===== src/rtl/itlb_ctrl.sv =====
// ITLB control stage: tag/valid storage, lookup match, page-table-walk handshake
// and victim fill into the external entry array.
`ifndef MXLEN
`define MXLEN 64
`endif

module itlb_ctrl #(
  parameter int unsigned ENTRIES = 8,
  parameter int unsigned VPN_W   = 27,
  parameter int unsigned PTE_W   = `MXLEN
) (
  input  logic               clk_i,
  input  logic               rstn_i,
  input  logic               flush_i,
  input  logic               lookup_valid_i,
  input  logic [VPN_W-1:0]   lookup_vpn_i,
  output logic               lookup_ready_o,
  output logic               resp_valid_o,
  output logic               resp_hit_o,
  output logic               resp_fault_o,
  output logic [PTE_W-1:0]   resp_pte_o,
  output logic               ptw_req_valid_o,
  input  logic               ptw_req_ready_i,
  output logic [VPN_W-1:0]   ptw_req_vpn_o,
  input  logic               ptw_resp_valid_i,
  input  logic [PTE_W-1:0]   ptw_resp_pte_i,
  input  logic               ptw_resp_fault_i,
  output logic [ENTRIES-1:0] entry_rd_en_o,
  output logic [ENTRIES-1:0] entry_wr_en_o,
  output logic [PTE_W-1:0]   entry_wr_pte_o,
  input  logic [PTE_W-1:0]   entry_rd_pte_i
);

  localparam int unsigned IDX_W = (ENTRIES > 1) ? $clog2(ENTRIES) : 1;

  typedef enum logic [2:0] {IDLE, RESP, REQ, WAIT, FILL} state_e;

  state_e             state_q, state_d, st_c;
  logic [ENTRIES-1:0] valid_q, valid_d;
  logic [VPN_W-1:0]   tag_q [ENTRIES];
  logic [VPN_W-1:0]   vpn_q, vpn_d;
  logic [ENTRIES-1:0] rd_sel_q, rd_sel_d;
  logic [PTE_W-1:0]   pte_q, pte_d;
  logic               fault_q, fault_d;
  logic               walked_q, walked_d;
  logic               flush_pend_q, flush_pend_d;
  logic [IDX_W-1:0]   ptr_q, ptr_d;

  logic [ENTRIES-1:0] hit_vec_c;
  logic [ENTRIES-1:0] victim_oh_c;
  logic [IDX_W-1:0]   victim_idx_c;
  logic               fill_we_c;

  // While reset is held, outputs look like IDLE regardless of the stale state.
  assign st_c = rstn_i ? state_q : IDLE;

  // Tag match; a flush in the acceptance cycle forces a miss.
  always_comb begin
    hit_vec_c = '0;
    for (int i = 0; i < int'(ENTRIES); i++) begin
      hit_vec_c[i] = valid_q[i] && (tag_q[i] == lookup_vpn_i) && !flush_i;
    end
  end

  // Victim: lowest-index invalid entry, else the round-robin pointer.
  always_comb begin
    victim_idx_c = ptr_q;
    for (int i = int'(ENTRIES) - 1; i >= 0; i--) begin
      if (!valid_q[i]) victim_idx_c = IDX_W'(i);
    end
    victim_oh_c = ENTRIES'(1) << victim_idx_c;
  end

  always_comb begin
    state_d         = state_q;
    valid_d         = valid_q;
    vpn_d           = vpn_q;
    rd_sel_d        = rd_sel_q;
    pte_d           = pte_q;
    fault_d         = fault_q;
    walked_d        = walked_q;
    flush_pend_d    = flush_pend_q;
    ptr_d           = ptr_q;
    fill_we_c       = 1'b0;
    lookup_ready_o  = 1'b0;
    resp_valid_o    = 1'b0;
    resp_hit_o      = 1'b0;
    resp_fault_o    = 1'b0;
    resp_pte_o      = '0;
    ptw_req_valid_o = 1'b0;
    ptw_req_vpn_o   = '0;
    entry_rd_en_o   = '0;
    entry_wr_en_o   = '0;
    entry_wr_pte_o  = '0;

    case (st_c)
      IDLE: begin
        lookup_ready_o = 1'b1;
        if (lookup_valid_i) begin
          vpn_d        = lookup_vpn_i;
          rd_sel_d     = hit_vec_c;
          fault_d      = 1'b0;
          flush_pend_d = 1'b0;
          if (|hit_vec_c) begin
            walked_d = 1'b0;
            state_d  = RESP;
          end else begin
            walked_d = 1'b1;
            state_d  = REQ;
          end
        end
      end
      RESP: begin
        entry_rd_en_o = rd_sel_q;
        resp_valid_o  = 1'b1;
        resp_hit_o    = !walked_q;
        resp_fault_o  = fault_q;
        // A suppressed fill leaves nothing to read back; return the captured PTE.
        if (fault_q)        resp_pte_o = '0;
        else if (|rd_sel_q) resp_pte_o = entry_rd_pte_i;
        else                resp_pte_o = pte_q;
        flush_pend_d = 1'b0;
        state_d      = IDLE;
      end
      REQ: begin
        ptw_req_valid_o = 1'b1;
        ptw_req_vpn_o   = vpn_q;
        if (ptw_req_ready_i) state_d = WAIT;
      end
      WAIT: begin
        if (ptw_resp_valid_i) begin
          if (ptw_resp_fault_i) begin
            fault_d  = 1'b1;
            pte_d    = '0;
            rd_sel_d = '0;
            state_d  = RESP;
          end else begin
            pte_d   = ptw_resp_pte_i;
            state_d = FILL;
          end
        end
      end
      FILL: begin
        fill_we_c = !flush_pend_q && !flush_i;
        if (fill_we_c) begin
          entry_wr_en_o  = victim_oh_c;
          entry_wr_pte_o = pte_q;
          valid_d        = valid_q | victim_oh_c;
          ptr_d          = ptr_q + IDX_W'(1);
          rd_sel_d       = victim_oh_c;
        end else begin
          rd_sel_d = '0;
        end
        state_d = RESP;
      end
      default: state_d = IDLE;
    endcase

    if (flush_i) begin
      valid_d = '0;
      if (st_c == REQ || st_c == WAIT || st_c == FILL) flush_pend_d = 1'b1;
    end
  end

  always_ff @(posedge clk_i) begin
    if (!rstn_i) begin
      state_q      <= IDLE;
      valid_q      <= '0;
      vpn_q        <= '0;
      rd_sel_q     <= '0;
      pte_q        <= '0;
      fault_q      <= 1'b0;
      walked_q     <= 1'b0;
      flush_pend_q <= 1'b0;
      ptr_q        <= '0;
    end else begin
      state_q      <= state_d;
      valid_q      <= valid_d;
      vpn_q        <= vpn_d;
      rd_sel_q     <= rd_sel_d;
      pte_q        <= pte_d;
      fault_q      <= fault_d;
      walked_q     <= walked_d;
      flush_pend_q <= flush_pend_d;
      ptr_q        <= ptr_d;
    end
  end

  // Tags are qualified by valid bits, so they need no reset.
  always_ff @(posedge clk_i) begin
    if (fill_we_c) tag_q[victim_idx_c] <= vpn_q;
  end

endmodule


===== config.mk =====
export PLATFORM = sky130hd
export DESIGN_NAME = itlb_ctrl
export DESIGN_NICKNAME = d
export VERILOG_FILES = /design/src/rtl/itlb_ctrl.sv
export SDC_FILE = /design/constraint.sdc
export NUM_CORES = 1
export LEC_CHECK = 0
export CAP_MARGIN = 15
export CORE_MARGIN = 2
export CORE_UTILIZATION = 50
export CTS_BUF_LIST = sky130_fd_sc_hd__clkbuf_4 sky130_fd_sc_hd__clkbuf_8
export DETAILED_ROUTE_END_ITERATION = 10
export PLACE_DENSITY = 0.79
export SLEW_MARGIN = 0
export SYNTH_ARGS = -nofsm -noshare
export SYNTH_HDL_FRONTEND = slang
export SYNTH_SLANG_ARGS = --single-unit

===== constraint.sdc =====
create_clock -name clk_i -period 11.5 [get_ports clk_i]
set_input_delay 3.45 -clock clk_i [delete_from_list [all_inputs] [get_ports clk_i]]
set_output_delay 3.45 -clock clk_i [all_outputs]
set_load 0.01 [all_outputs]

Yosys cells after proc, flatten, opt, wreduce, memory -nomap -nowiden

Memories as Yosys holds them, arrays and structs flattened.
Cells that the tools add are included.

Flip-flop bits (word level): 116
RAM bits: 216
Output and inout port bits: 176
Logic and storage cells: 110
Memories: 1

Memories:

| name  | words | bits a word | read ports | clocked after memory_dff | write ports | RTL line | source |
|---|---|---|---|---|---|---|---|
| tag_q | 8     | 27          | 8          | 0                        | 1           | 40       | `logic [VPN_W-1:0] tag_q [ENTRIES];` |

Add/subtract/negate cells: 1
Equal/unequal tests: 16
Shift operators: 1
Muxes and demuxes: 46
Bitwise logic cells: 2
Reduce and logical (&&, ||, !) cells: 34

Operator list:

| kind                                                 | count |
|---|---|
| two-way mux 64 bit                                   | 6 |
| equality test 27 bit                                 | 8 |
| two-way mux 8 bit                                    | 6 |
| two-way mux 3 bit                                    | 13 |
| two-way mux 27 bit                                   | 1 |
| one-hot mux 8 bit (3 select lines)                   | 1 |
| logical AND 1 bit                                    | 17 |
| OR reduction 8 bit                                   | 2 |
| two-way mux 1 bit                                    | 15 |
| one-hot mux 3 bit (4 select lines)                   | 1 |
| != test 2 bit (second input constant)                | 4 |
| bitwise OR 8 bit                                     | 1 |
| AND reduction 4 bit                                  | 2 |
| << shifter 1 x 3 -> 8 bit (first input constant)     | 1 |
| equality test 3 x 2 -> 1 bit (second input constant) | 2 |
| AND reduction 2 bit                                  | 3 |
| one-hot mux 1 bit (2 select lines)                   | 2 |
| adder 3 x 1 -> 3 bit (second input constant)         | 1 |
| equality test 3 x 1 -> 1 bit (second input constant) | 1 |
| equality test 3 bit (second input constant)          | 1 |
| logical NOT 1 bit                                    | 3 |
| logical NOT 3 bit                                    | 1 |
| AND reduction 3 bit                                  | 1 |
| nonzero test 3 bit                                   | 1 |
| other kinds (5)                                      | 6 |

Depth between registers and ports, before layout

Depth in word-level cells: 11
Mapped depth: 10
Depth with buffers taken out: 7

Worst setup path before layout

No wires, ideal clock.

Path kind: input -> register
Start point: input flush_i
End point: memory tag_q[7][0], enable pin
Setup time: 0.558 ns
Arrival time: 8.940 ns
Required time: 10.942 ns
Setup slack: 2.002 ns
Stages on the path: 7
Path buffers: 3
Cells stage by stage: nand2b_1 > buf_6 > or3_1 > buf_2 > or3_1 > buf_6 > a2111oi_0

Cells in the longest elaborated chain, start to end: 5

Ends and longest elaborated chain:

| item                                    | RTL line | source |
|---|---|---|
| start: declaration                      | 14       | `input logic flush_i,` |
| logical NOT 1 bit                       | 144      | `fill_we_c = !flush_pend_q && !flush_i;` |
| logical AND 1 bit                       | 144      |  |
| two-way mux 1 bit                       | 96       | `case (st_c)` |
| two-way mux 1 bit                       | 191      | `if (fill_we_c) tag_q[victim_idx_c] <= vpn_q;` |
| two-way mux 1 bit (implied by the code) | 191      |  |
| end: declaration                        | 40       |  |

Every way passes these cells.

Worst setup path after layout

Start point: input flush_i
End point: output entry_wr_en_o[7]

Cells in the longest elaborated chain, start to end: 4

Ends and longest elaborated chain:

| item              | RTL line | source |
|---|---|---|
| logical NOT 1 bit | 144      |  |
| logical AND 1 bit | 144      |  |
| two-way mux 8 bit | 145      | `if (fill_we_c) begin` |
| two-way mux 8 bit | 96       |  |
| end: declaration  | 29       | `output logic [ENTRIES-1:0] entry_wr_en_o,` |

Every way passes these cells.

==> results.md <==
* Seq cells post-synth at 332
* DRC at 0
* Pleak at 6.79 nW
* Input/output buffers at 337
* Cts repair resizes at 0
* Grt total ovfl at 0
* Synthesized area at 15500 um^2
* Avg Cell Area, Syn at 10.8 um^2
* Layout cells sized above 1 at 0.0831
* Initial antenna violation count at 5
* Vias in the first global route at 12000
* RSZ-0062 raised after global routing: false
* WL final at 47700 um
* Post-DRT Antenna Nets at 0
* Post-CTS setup buffers at 0
* Predominant post-synthesis flop cell: edfxtp_1
* Syn_nets at 1604
* Bufs and invs on worst path at 2
* Crit path depth at 6
* Crit share post-route at 0.859
* CP max stage cell: clkdlybuf4s50_1
* Kind of critical path: in -> out
* TritonCTS clock tree: done
* Area growth syn-to-layout at 31.4%
* Fin. Hold Viols at 0
* Cell variety after synth at 47
* Worst Reg2Reg Path Length in Cells at 7
* Pwr per Cell Area at 142 nW/um^2
* Critical path arrival at 6.43 ns
* Slew Viols, Final at 0
* Largest net degree at the start of global routing at 89
* CP max stage delay at 0.65 ns
* Seq/Total Area, Yosys at 0.568
* Final nets at 1911
* Slew margin rel. at 0.258
* Worst endpoint required time at 8.05 ns
* Run status: completed
* Slew @ Worst Pin at 1.10 ns
* Cell family with most CP delay: simple AND/OR/NAND/NOR gates
* CP endpoint kind: primary output
* Setup-failing EPs final at 0
* Critical path, cell by cell: clkdlybuf4s50_1 -> nand2b_1 -> or3_1 -> or3_1 -> a2111oi_4 -> clkdlybuf4s50_1
* Fmax at 101 MHz
* Worst hold path type: reg -> reg
* GP Congestion at 0.984
* Post-Syn Instances at 1441
* Skew-Pair Late Insertion Delay at 0.60 ns
* Hold slack at 0.520 ns
* Ys async rst share at 0
* Syn. warnings at 0
* Detailed-route wire length per cell at 21.8 um
* Initial DRC count at 1182
* Finished Cell Area at 20400 um^2
* Cts bufs inserted at 52
* Die height at 180 um
* Cts hold-fix bufs at 0
* Post-synth EDFFs at 216
* Critical Path Source Type: primary input
* Clk sink count at 332
* Clock slew at reported path FFs at 0.06 ns
* Tmin final at 9.88 ns
* Cell Rows at 64
* Wire length of the first global-routing pass at 71600 um
* Fin Setup TNS at 0 ns
* Chip Width at 180 um
* Peak supply drop at 84.1 uV
* Number of max-cap violations at 0
* Max FO, Critical Path at 10
* Detailed Place HPWL at 33200 um
* Post-synth top cells: 216 x edfxtp_1, 204 x nand2_1, 139 x a21oi_1
* CTS root buf: clkbuf_8
* First-pass DRT Iterations at 5
* Die ar. at 32400 um^2
* Vias per inst at 5.54
* Hold depth at 1
* Top Ports at 338
* Initial core utilization at 0.507
* Yosys top cell area share at 0.418
* CTS H-tree lvls at 2
* Maximum clock path buffer count at 3
* DP Area at 19100 um^2
* Core Area at 30600 um^2
* Clock Skews at 0.0329 ns
* Count leader, synth: edfxtp_1
* Gr usage total at 0.289
* Routed via count at 12100
* Yosys top cell by area: edfxtp_1
* Synth top area cells: edfxtp_1 42%, dfxtp_1 15%, xnor2_1 6.2%, xor2_1 6.2%, nand2_1 4.9%
-- through the flow --
stage,total power [mW],setup WS [ns],utilization,instances
floorplan,1.59,2.00,-,1441
global placement,1.75,1.72,0.625,2089
detailed placement,1.76,1.66,0.625,2089
CTS,2.88,1.65,0.665,2187
global route,2.98,1.49,0.666,2190
finish,2.88,1.62,0.666,2190
-- layer usage --
layer,share of wire,vias to the layer above,global-route usage,routed length [um]
li1,-,5580,-,-
met5,0.00027,-,0,13
met3,0.093,95,0.0772,4450
met4,0.030,2,0.0958,1410
met2,0.48,605,0.483,23100
met1,0.39,5858,0.365,18700
-- sequential cells by signal, indices dropped and copies added (netlist names) --
register / flops
pte_q: 64
tag_q: 216
ptr_q: 3
flush_pend_q: 1
fault_q: 1
valid_q: 8
rd_sel_q: 8
state_q: 3
vpn_q: 27
walked_q: 1
-- where the power goes --
part           internal, mW  total, mW  leakage [nW]  switching, mW
sequential             1.30       1.36          2.93         0.0569
combinational         0.164      0.390          3.21          0.226
clock                 0.666       1.13         0.659          0.466
total                  2.13       2.88          6.79          0.749
-- layout make-up --
class	instances	area (um^2)
fill	2278	10200
sequential	332	8810
multi-input combinational	997	6270
timing repair buffer	359	3540
clock buffer	86	1080
tap	396	495
clock inverter	12	148
inverter	6	22.5
antenna	2	5.00
-- worst paths after layout --
| check | startpoint | slack [ns] | to |
|---|---|---|---|
| setup / recovery | flush_i | 1.62 | entry_wr_en_o[7] |
| hold reg to reg | walked_q | 0.52 | walked_q |
| hold / removal | walked_q | 0.52 | walked_q |
| setup reg to reg | tag_q[4][25] | 8.32 | state_q[1] |
-- cells by family (layout without fill, tap and decap cells) --
family	count (synthesis)	after routing	synth area share
XOR/XNOR	218	218	0.123
flip-flops	332	332	0.568
other	0	2	0
adder cells (fa/ha/maj)	1	1	0.000807
multiplexers	1	1	0.000646
buffers and inverters	112	463	0.0298
AO/OA/AOI/OAI	200	200	0.0761
AND/OR/NAND/NOR	577	577	0.201
-- layout by cell type, fill, tap and decap left out, types with 8 or more instances in the layout --
| cell | n |
|---|---|
| nand2_1 | 203 |
| nor2b_1 | 68 |
| dfxtp_1 | 116 |
| clkbuf_4 | 16 |
| xor2_1 | 109 |
| o21ai_0 | 8 |
| a21boi_0 | 30 |
| xnor2_1 | 109 |
| clkbuf_8 | 70 |
| edfxtp_1 | 216 |
| nor4_1 | 33 |
| clkdlybuf4s50_1 | 335 |
| nand4_1 | 33 |
| a21oi_1 | 139 |
| and2_1 | 104 |
| nor3b_1 | 65 |
| nor2_1 | 25 |
| buf_4 | 21 |
(Power assumes the default switching activity.)
